File: src/rtl/dmux_four_way_pkg.sv
// Shared select encoding for the four-way demultiplexer.
package dmux_four_way_pkg;
  typedef logic [1:0] sel_t;

  localparam sel_t SEL_A = 2'd0;
  localparam sel_t SEL_B = 2'd1;
  localparam sel_t SEL_C = 2'd2;
  localparam sel_t SEL_D = 2'd3;
endpackage

File: src/rtl/dmux_1to2.sv
// Combinational 1-to-2 demultiplexer: sel=0 routes to a, sel=1 routes to b.
module dmux_1to2 #(
  parameter int WIDTH = 1
) (
  input  logic [WIDTH-1:0] in,
  input  logic             sel,
  output logic [WIDTH-1:0] a,
  output logic [WIDTH-1:0] b
);
  assign a = sel ? '0 : in;
  assign b = sel ? in : '0;
endmodule

File: src/rtl/dmux_four_way.sv
// Registered 1-to-4 demultiplexer built from a tree of dmux_1to2 instances.
// Build option DMUX_FOUR_WAY_HOLD_EN: en=0 holds outputs instead of clearing them.
module dmux_four_way
  import dmux_four_way_pkg::*;
#(
  parameter int WIDTH = 1
) (
  input  logic             clk,
  input  logic             rst,
  input  logic [WIDTH-1:0] in,
  input  logic [1:0]       sel,
  input  logic             en,
  output logic [WIDTH-1:0] a,
  output logic [WIDTH-1:0] b,
  output logic [WIDTH-1:0] c,
  output logic [WIDTH-1:0] d
);
  sel_t             sel_p0;
  logic [WIDTH-1:0] lo_p0, hi_p0;
  logic [WIDTH-1:0] a_p0, b_p0, c_p0, d_p0;
  logic [WIDTH-1:0] a_p1, b_p1, c_p1, d_p1;

  assign sel_p0 = sel;

  // Stage p0: decode tree, upper select bit first, then the lower bit per half
  dmux_1to2 #(.WIDTH(WIDTH)) u_split_hl (
    .in(in), .sel(sel_p0[1]), .a(lo_p0), .b(hi_p0)
  );
  dmux_1to2 #(.WIDTH(WIDTH)) u_split_lo (
    .in(lo_p0), .sel(sel_p0[0]), .a(a_p0), .b(b_p0)
  );
  dmux_1to2 #(.WIDTH(WIDTH)) u_split_hi (
    .in(hi_p0), .sel(sel_p0[0]), .a(c_p0), .b(d_p0)
  );

  // Stage p1: output register, reset wins over enable
  always_ff @(posedge clk) begin
    if (rst) begin
      a_p1 <= '0;
      b_p1 <= '0;
      c_p1 <= '0;
      d_p1 <= '0;
    end else if (en) begin
      a_p1 <= a_p0;
      b_p1 <= b_p0;
      c_p1 <= c_p0;
      d_p1 <= d_p0;
    end
`ifndef DMUX_FOUR_WAY_HOLD_EN
    else begin
      a_p1 <= '0;
      b_p1 <= '0;
      c_p1 <= '0;
      d_p1 <= '0;
    end
`endif
  end

  assign a = a_p1;
  assign b = b_p1;
  assign c = c_p1;
  assign d = d_p1;
endmodule

File: config.mk
export PLATFORM = sky130hd
export DESIGN_NAME = dmux_four_way
export DESIGN_NICKNAME = d
export VERILOG_FILES = /design/src/rtl/dmux_four_way_pkg.sv /design/src/rtl/dmux_1to2.sv /design/src/rtl/dmux_four_way.sv
export SDC_FILE = /design/constraint.sdc
export NUM_CORES = 1
export LEC_CHECK = 0
export CORE_AREA = 2 2 39 41
export CTS_BUF_LIST = sky130_fd_sc_hd__clkbuf_2
export CTS_CLUSTER_DIAMETER = 50
export DETAILED_ROUTE_END_ITERATION = 16
export DIE_AREA = 0 0 41 43
export PLACE_DENSITY = 0.42
export SYNTH_ARGS = -nofsm -noshare
export SYNTH_HDL_FRONTEND = slang
export SYNTH_HIERARCHICAL = 1
export SYNTH_SLANG_ARGS = --single-unit
File: constraint.sdc
create_clock -name clk -period 1.45 [get_ports clk]
set_input_delay 0.29 -clock clk [delete_from_list [all_inputs] [get_ports clk]]
set_output_delay 0.29 -clock clk [all_outputs]
set_load 0.05 [all_outputs]
# --- Word level (Yosys, flattened, before mapping) ---
# Cells that the tools add are included.
# Widths: inputs -> output; s select.
totals:
  in_bits: 6
  ff_bits: 4
  output_inout_bits: 4
classes:
  reduce_logical: 2
  n_mux: 2
  n_bitwise: 2
op_table:
  columns: ["operator", "count"]
  rows:
  - ["$reduce_or 3->1", 2]
  - ["$mux 1", 2]
  - ["$not 1->1", 2]

# --- Depth between registers and ports, before layout ---
depth:
  word_depth: 2
  mapped_depth: 3

# --- Modules after synthesis ---
# Netlist, hierarchy kept.
modules_own_cells:
  columns: ["mod", "seq_area_each_um2", "area_each_um2", "instances", "cells_each"]
  rows:
  - ["dmux_four_way", 80.1, 115.1, 1, 8]
  - ["dmux_1to2", 0.0, 16.3, 3, 2]

# --- Least setup slack after synthesis ---
# Ideal clock, no wire load.
synth_path:
  path_type: "input to register"
  startpoint: "in sel[1]"
  endpoint: "reg a_p1 (netlist: a)"
  slack_ns: 0.525
  path_buffers: 0
  stages: 3
  arrival_time_ns: 0.810
  cell_sequence: "and2b_2 -> and2b_2 -> and3b_1"
synth_via:
  elab_chain_cells: 1
synth_lines:
  columns: ["element", "line_no", "text"]
  rows:
  - ["from (decl)", "dmux_four_way.sv:11", "input logic [1:0] sel,"]
  - ["$mux 1", "dmux_1to2.sv:10", "assign a = sel ? '0 : in;"]
  - ["to (signal assigned)", "dmux_four_way.sv:44", "a_p1 <= a_p0;"]
  - ["to (decl)", "dmux_four_way.sv:21", "logic [WIDTH-1:0] a_p1, b_p1, c_p1, d_p1;"]
# No other way between the ends.
# A chain may end at the register's enable or synchronous reset.

# --- Worst setup path in the final report ---
layout_path:
  startpoint: "in sel[1]"
  endpoint: "reg a_p1 (netlist: a)"
layout_via:
  elab_chain_cells: 1
layout_lines:
  columns: ["element", "line_no", "text"]
  rows:
  - ["$mux 1", "dmux_1to2.sv:10", null]
  - ["net lo_p0", "dmux_four_way.sv:19", "logic [WIDTH-1:0] lo_p0, hi_p0;"]
# The timed path passes the listed nets, and every way through them passes these cells.

==> impl_results.md <==
- PwrDens: roughly 760 nW/um^2
- Rows: 14
- # fillers: approximately 150
- Vias: roughly 140
- Final hold vios: 0
- Io pins: 10
- Leakage: about 0.15 nW
- Post_cts resized: 0
- Via density: about 3.3
- Design Power: 0.250 mW
- Diodes inserted: 0
- Measured slew at the worst slew-check pin: around 0.11 ns
- Core ar.: 1380 sq um
- Max incr delay on CP: ~0.46 ns
- Synth Register Bits: 4
- Max_cap viols: 0
- Setup repair bufs after CTS: 0
- Final setup fails: 0
- # H-tree levels: 1
- DRC violations left: 0
- DR iter-0 viols: 2
- Largest net degree at the start of global routing: 5
- Hold Crit Start: en
- Mapped Nets: 20
- Rel. slew slack: 0.924
- Global Route Usage Sum: 0.0431
- Die ar.: between 1500 and 2000 sq um
- Top cell type by total area after synthesis: dfxtp_1
- Longest Clk Path Bufs: 2
- Crit Path Max Fanout: 2
- Die span in y: 43 um
- Initial DRT Pass Iterations: 2
- Hold Crit Endpoint: c
- Clock Tree Root: clkbuf_2
- First-pass GRT wire length: 434 um
- Min Tclk post-route: 1.22 ns
- Fin Setup TNS: 0 ns
- GPL Wtd Cong: 0.511
- TritonCTS clock tree: yes
- # hold bufs at CTS: 0
- Status: finished clean
- Sequential-to-total area share from yosys stat: 0.489
- WL final: 297 um
- Slowest-stage cell, CP: clkdlybuf4s50_1
- Hold Path Depth: 2
- Post-synthesis cell type count: 4
- Period utilization: 0.842
- CP Cell Sequence: clkdlybuf4s50_1, and2b_2, and2b_2, and3b_1
- Netlist Area Pre-Place: approximately 160 sq um
- Slew Limit Fails: 0
- CP Capture Type: register
- Initial antenna violation count: 0
- Area share of the largest cell type after synthesis: 0.489
- Vias in the first global route: around 140
- Mapped Cells: 14
- RSZ-0062 raised after global routing: false
- Clock Pin Slew Worst Setup and Hold Paths: 0.04 ns
- Grt total ovfl: 0
- Fin nets: 34
- Synth area leaders: dfxtp_1 49%, and3b_1 21%, and2b_2 16%, and2_2 14%
- Fmax: 819 MHz
- Yosys warning count: 6
- Wire length per cell: between 7 and 8 um
- Most common cell after layout, fill and taps aside: clkdlybuf4s50_1
- Cell mode on critical path: and2b_2
- Kind of critical path: input port to register
- Leading cell types in the layout, fill and taps excluded: 5 x clkdlybuf4s50_1, 4 x and3b_1, 4 x dfxtp_1, 4 x buf_12
- CP Data Required Time: about 1.5 ns
- Worst hold path class: input port to register
- Initial Util: 0.118
- Area grow syn2layout: 101%
- Final ANT Viol Nets: 0
- Arr. time, crit path: between 1 and 1.5 ns
- Cts bufs inserted: 3
- Avg Synthesized Cell Area: between 10 and 15 sq um
- Die Width: a little over 40 um
- Peak VDD IR: ~0.00011 V
- Share of post-route cells with drive strength above 1: 0.500
- CTS sink cnt: 4
- IO Port Bufs: 9
- Setup crit start kind: input port
## state kept, by name (all words and copies together) (netlist names)
register,cells
d,1
b,1
a,1
c,1
## through the flow
stage               cells   util  worst slack (ns)  cell area, sq um  hold slack (ns)
floorplan              14      -             0.525               164            0.446
global placement       39  0.227            0.0366               314            0.738
detailed placement     39  0.227            0.0167               314            0.739
CTS                    42  0.238             0.242               329            0.753
global route           42  0.238             0.185               329            0.780
finish                 42  0.238             0.229               329            0.765
## worst max-delay path by stage
stage | cells past startpoint | end | slack (ns) | startpoint
2_1_floorplan | 3 | a | 0.52 | sel[1]
3_3_place_gp | 4 | a | 0.04 | sel[1]
3_5_place_dp | 4 | a | 0.02 | sel[1]
4_1_cts | 4 | a | 0.24 | sel[1]
5_1_grt | 4 | a | 0.19 | sel[1]
6_report | 4 | a | 0.23 | sel[1]
## layer usage
metal | global-route usage | share of wire
met3 | 0.0157 | 0.16
met1 | 0.0383 | 0.40
met4 | 0.0800 | 0
met2 | 0.0500 | 0.44
met5 | 0 | 0
## cell usage after synthesis (all sizes together)
library cell	instances
and2b	3
and3b	4
and2	3
dfxtp	4
## layout make-up
type / instances / area [sq um] / share of cell area
well taps: 16 / 20.0 / 0.0608
clock buffers: 3 / 15.0 / 0.0456
flip-flops and latches: 4 / 80.1 / 0.243
multi-input cells: 10 / 83.8 / 0.255
repair buffers: 9 / 130 / 0.395
## where the power goes
| group | switching [mW] | leakage (nW) | internal [mW] |
|---|---|---|---|
| combinational | 0.0135 | 0.109 | 0.0263 |
| sequential | 0.00143 | 0.0324 | 0.112 |
| clock | 0.0412 | 0.0125 | 0.0556 |
## cell families (layout without fill, tap and decap cells)
logic type,count (synthesis),in the layout,share of synthesized area
flip-flops,4,4,0.489
buffers and inverters,0,12,0
AND/OR/NAND/NOR,10,10,0.511
## worst max-delay path, delay by kind of cell
kind,cells,cell delay (ns)
simple gates,3,0.56
buf+inv,1,0.46
No activity file was read; power rests on OpenSTA's default activity.
==> variant 1, RTL diff (same flow settings) <==
Register the output `a` once more, without a reset; this adds one clock of latency there. The other outputs are not delayed to match. Comments in the files are not updated.
--- a/src/rtl/dmux_four_way.sv
+++ b/src/rtl/dmux_four_way.sv
@@ -17,2 +17,4 @@
 );
+
+  logic [WIDTH-1:0] a_d;
   sel_t             sel_p0;
@@ -58,3 +60,3 @@
 
-  assign a = a_p1;
+  assign a_d = a_p1;
   assign b = b_p1;
@@ -62,2 +64,6 @@
   assign d = d_p1;
+  always_ff @(posedge clk) begin
+    a <= a_d;
+  end
+
 endmodule
Function: changed (Yosys sat finds a counterexample within 4 cycles, from zero or initial values).
==> variant 1 against the unedited design <==
- routed wire length grew 3.4%
- setup slack gained 0.010 ns
- sequential cell count grew 1
- area after synthesis grew 12%
- total power grew 21%
- maximum frequency grew 0.86%
- hold slack lost 0.44 ns
- cell area grew 7.6%
- synthesized cell count grew 7.1%
- critical path depth is the same
==> variant 1: results (changes against the unedited design) <==
* Total number of vias at 147 (+6.5%)
* Vias in the first global route at 155 (+14%)
* Metal3 WL at 50 microns (+4.2%)
* Placer Congestion at 0.5985 (+17%)
* Clk pwr at 0.123 mW (+27%)
* First DRT Iteration DRCs at 0 (-2)
* DRT Pass-1 Iters at 1 (-1)
* Hold EP: a$_DFF_P_
* Hold Path Class: register to register
* Cell Count Post-Placement at 40 (+2.6%)
* Worst hold start: a_d$_SDFF_PP0_
* Post-place setup slack at 0.01639 ns (-0.0003027 ns)
* Worst hold path depth at 0 (-2)
* Top post-synthesis cells by area: dfxtp_1 54%, and3b_1 19%, and2b_2 14%
* Sequential area share after synthesis at 54.42% (+5.6 points)
* Net Count, Synth at 21 (+5.0%)
* Layout net count at 35 (+2.9%)
* Wirelength, routed at 307 microns (+3.4%)
* M2 GR Usage at 6.250% (+1.2 points)
* Wl on met1 at 105 microns (-11%)
* First-pass GRT wire length at 483 microns (+11%)
* Met1 Use GR at 3.859% (+0.025 points)
* Sw power at 0.06463 mW (+15%)
* P_leak at 0.1657 nW (+8.0%)
* Syn Inst Count at 15 (+1)
* Met2 WL at 151 microns (+16%)
* Sequential power at 0.141 mW (+24%)
* Power Internal at 0.2392 mW (+23%)
* Final worst hold slack at 0.3242 ns (-0.4413 ns)
* Status: complete, no violations
* Fill cells at 144 (-2.7%)
* GR Util All Layers at 4.418% (+0.11 points)
* Placement Cell Area at 334.1 sq um (+6.4%)
* WL per Instance at 6.977 microns (-1.3%)
[variant 1: layout make-up]
| type | count | area (sq um) | share of cell area, % |
|---|---|---|---|
| tap | 16 | 20.02 | 5.654 |
| clock buffer | 4 | 20.02 | 5.654 |
| multi-input combinational | 10 | 83.83 | 23.67 |
| timing repair buffer | 9 | 130.1 | 36.75 |
| sequential | 5 | 100.1 | 28.27 |
[variant 1: cell families (layout without fill, tap and decap cells)]
kind of cell,after synthesis,count (layout),synth area share (%)
DFF,5,5,54.42
and+or+nand+nor,10,10,45.58
buffers and inverters,0,13,0
[variant 1: worst max path at each step]
| stage | slack [ns] | cells past startpoint | to |
|---|---|---|---|
| detailed placement | 0.02 | 4 | a_d$_SDFF_PP0_ |
| CTS | 0.25 | 4 | a_d$_SDFF_PP0_ |
| floorplan | 0.52 | 3 | a_d$_SDFF_PP0_ |
| global placement | 0.03 | 4 | a_d$_SDFF_PP0_ |
| global route | 0.24 | 4 | a_d$_SDFF_PP0_ |
| finish | 0.24 | 4 | a_d$_SDFF_PP0_ |
==> variant 2, RTL diff (config.mk and constraints unchanged) <==
Without the edit above. Add a define of `DMUX_FOUR_WAY_HOLD_EN`.
--- a/src/rtl/dmux_four_way.sv
+++ b/src/rtl/dmux_four_way.sv
@@ -2,2 +2,4 @@
 // Build option DMUX_FOUR_WAY_HOLD_EN: en=0 holds outputs instead of clearing them.
+`define DMUX_FOUR_WAY_HOLD_EN
+
 module dmux_four_way
Check against the original RTL: not equivalent (a bounded check fails within 4 cycles, from zero or initial values and one cycle with rst high).
==> variant 2 against the unedited design <==
- total power increased by 6.8%
- combinational power rose by 31%
- sequential cell count unchanged
- area after synthesis up 15%
- largest power group unchanged
- critical endpoint is now a$_SDFFE_PP0P_
- sequential share of layout area is 1.4 points lower
- routed wire length grew 25%
- cell area up 6.1%
- setup slack got worse by 0.024 ns
- hold slack got worse by 0.21 ns
- final cell count up 9.5%
==> variant 2: results (changes against the unedited design) <==
* Vias in the first global route at 169 (+24%)
* Wirelength, routed at 372 microns (+25%)
* First DRT Iteration DRCs at 0 (-2)
* Fill cells at 149 (+0.68%)
* First-pass GRT wire length at 676 microns (+56%)
* Post-synth top cells: 4 x dfxtp_1, 4 x mux2i_1, 4 x nor2_1
* Crit-path max FO at 2 (unchanged)
* Top delay family on crit path: buffers and inverters
* Sequential area share after synthesis at 42.38% (-6.5 points)
* Maximum vdd drop at 0.3149 mV (+180%)
* Yosys Warn Count at 6 (unchanged)
* Largest net degree at the start of global routing at 5 (unchanged)
* Status: complete, no violations
* Worst slew margin at 85.23% (-7.2 points)
* Total number of vias at 151 (+9.4%)
* Antenna violations before repair at 0 (unchanged)
* GR Util All Layers at 6.520% (+2.2 points)
* Top post-synthesis cells by area: dfxtp_1 42%, mux2i_1 21%, and2b_2 14%
* Placer Congestion at 0.5971 (+17%)
* Arr. time, crit path at 1.33 ns (+0.02 ns)
* Ant. Diodes at 0 (unchanged)
* Hold Path Class: register to register
* H-Tree Depth at 1 (unchanged)
* Ratio of cells with drive above 1 in the final layout at 43.33% (-6.7 points)
* Clock slew at reported path FFs at 0.04 ns (about the same)
* Post_cts resized at 0 (unchanged)
* Final worst hold slack at 0.5555 ns (-0.2100 ns)
* Setup bufs post-CTS at 0 (unchanged)
* Mapped Area at 188.9 sq um (+15%)
* Clock Skew at 0 ns
* Root Driver: clkbuf_2
* Slowest CP cell: clkdlybuf4s50_1
* Async SR Flop Fraction at 0% (unchanged)
* DRT Pass-1 Iters at 1 (-1)
* P_leak at 0.1534 nW (about the same)
* Synth cell types at 6 (+2)
* Placement Cell Area at 334.1 sq um (+6.4%)
* Layout net count at 38 (+12%)
* Net Count, Synth at 25 (+25%)
* CTS max path bufs at 2 (unchanged)
-- variant 2: cell types whose count changed after synthesis --
cell,change
and3b_1,-4
mux2i_1,+4
nor2_1,+4
clkbuf_2,+1
-- variant 2: cells by family after synthesis --
group                  count (synthesis)  synth area share (%)
AND/OR/NAND/NOR                       10                 33.77
buffers and inverters                  1                 2.646
multiplexers                           4                 21.19
flip-flops                             4                 42.39
-- variant 2: path summary, 6_finish.rpt --
kind / from / cells after the start / to
max: sel[1] / 5 / a$_SDFFE_PP0P_
max reg2reg: b$_SDFFE_PP0P_ / 2 / b$_SDFFE_PP0P_
min reg2reg: a$_SDFFE_PP0P_ / 2 / a$_SDFFE_PP0P_
min: a$_SDFFE_PP0P_ / 2 / a$_SDFFE_PP0P_
-- variant 2: where the power goes --
part / switching [mW] / internal, mW / leakage (nW)
clock: 0.0439 / 0.0557 / 0.0125
combinational: 0.0204 / 0.0316 / 0.109
sequential: 0.00273 / 0.113 / 0.0324
-- variant 2: final cells by class --
type | count | area share, %
timing repair buffer | 9 | 37.28
tap | 16 | 5.735
sequential | 4 | 22.94
multi-input combinational | 14 | 29.75
clock buffer | 3 | 4.301
-- variant 2: tightest hold or removal path, cell delays in order (launching register included) --
cell and delay [ns]:
dfxtp_1 0.33, mux2i_1 0.13, nor2_1 0.05
-- variant 2: metrics by stage --
step           power (mW)  utilization (%)  setup WS (ns)   TNS [ns]  std cells
2_1_floorplan      0.1416                -         0.5181          0         19
3_3_place_gp       0.1701            24.14      -0.004652  -0.004652         43
3_5_place_dp       0.1706            24.14      -0.009263  -0.009263         43
4_1_cts            0.2746            25.23         0.2081          0         46
5_1_grt            0.2859            25.23         0.1613          0         46
6_report           0.2675            25.23         0.2047          0         46
-- variant 2: layer usage --
metal	track usage, %	wire length (microns)	up-vias
li1	-	-	82
met1	6.090	159	64
met2	7.813	188	5
met3	6.283	24	0
met4	6.000	0	0
met5	0	0	-
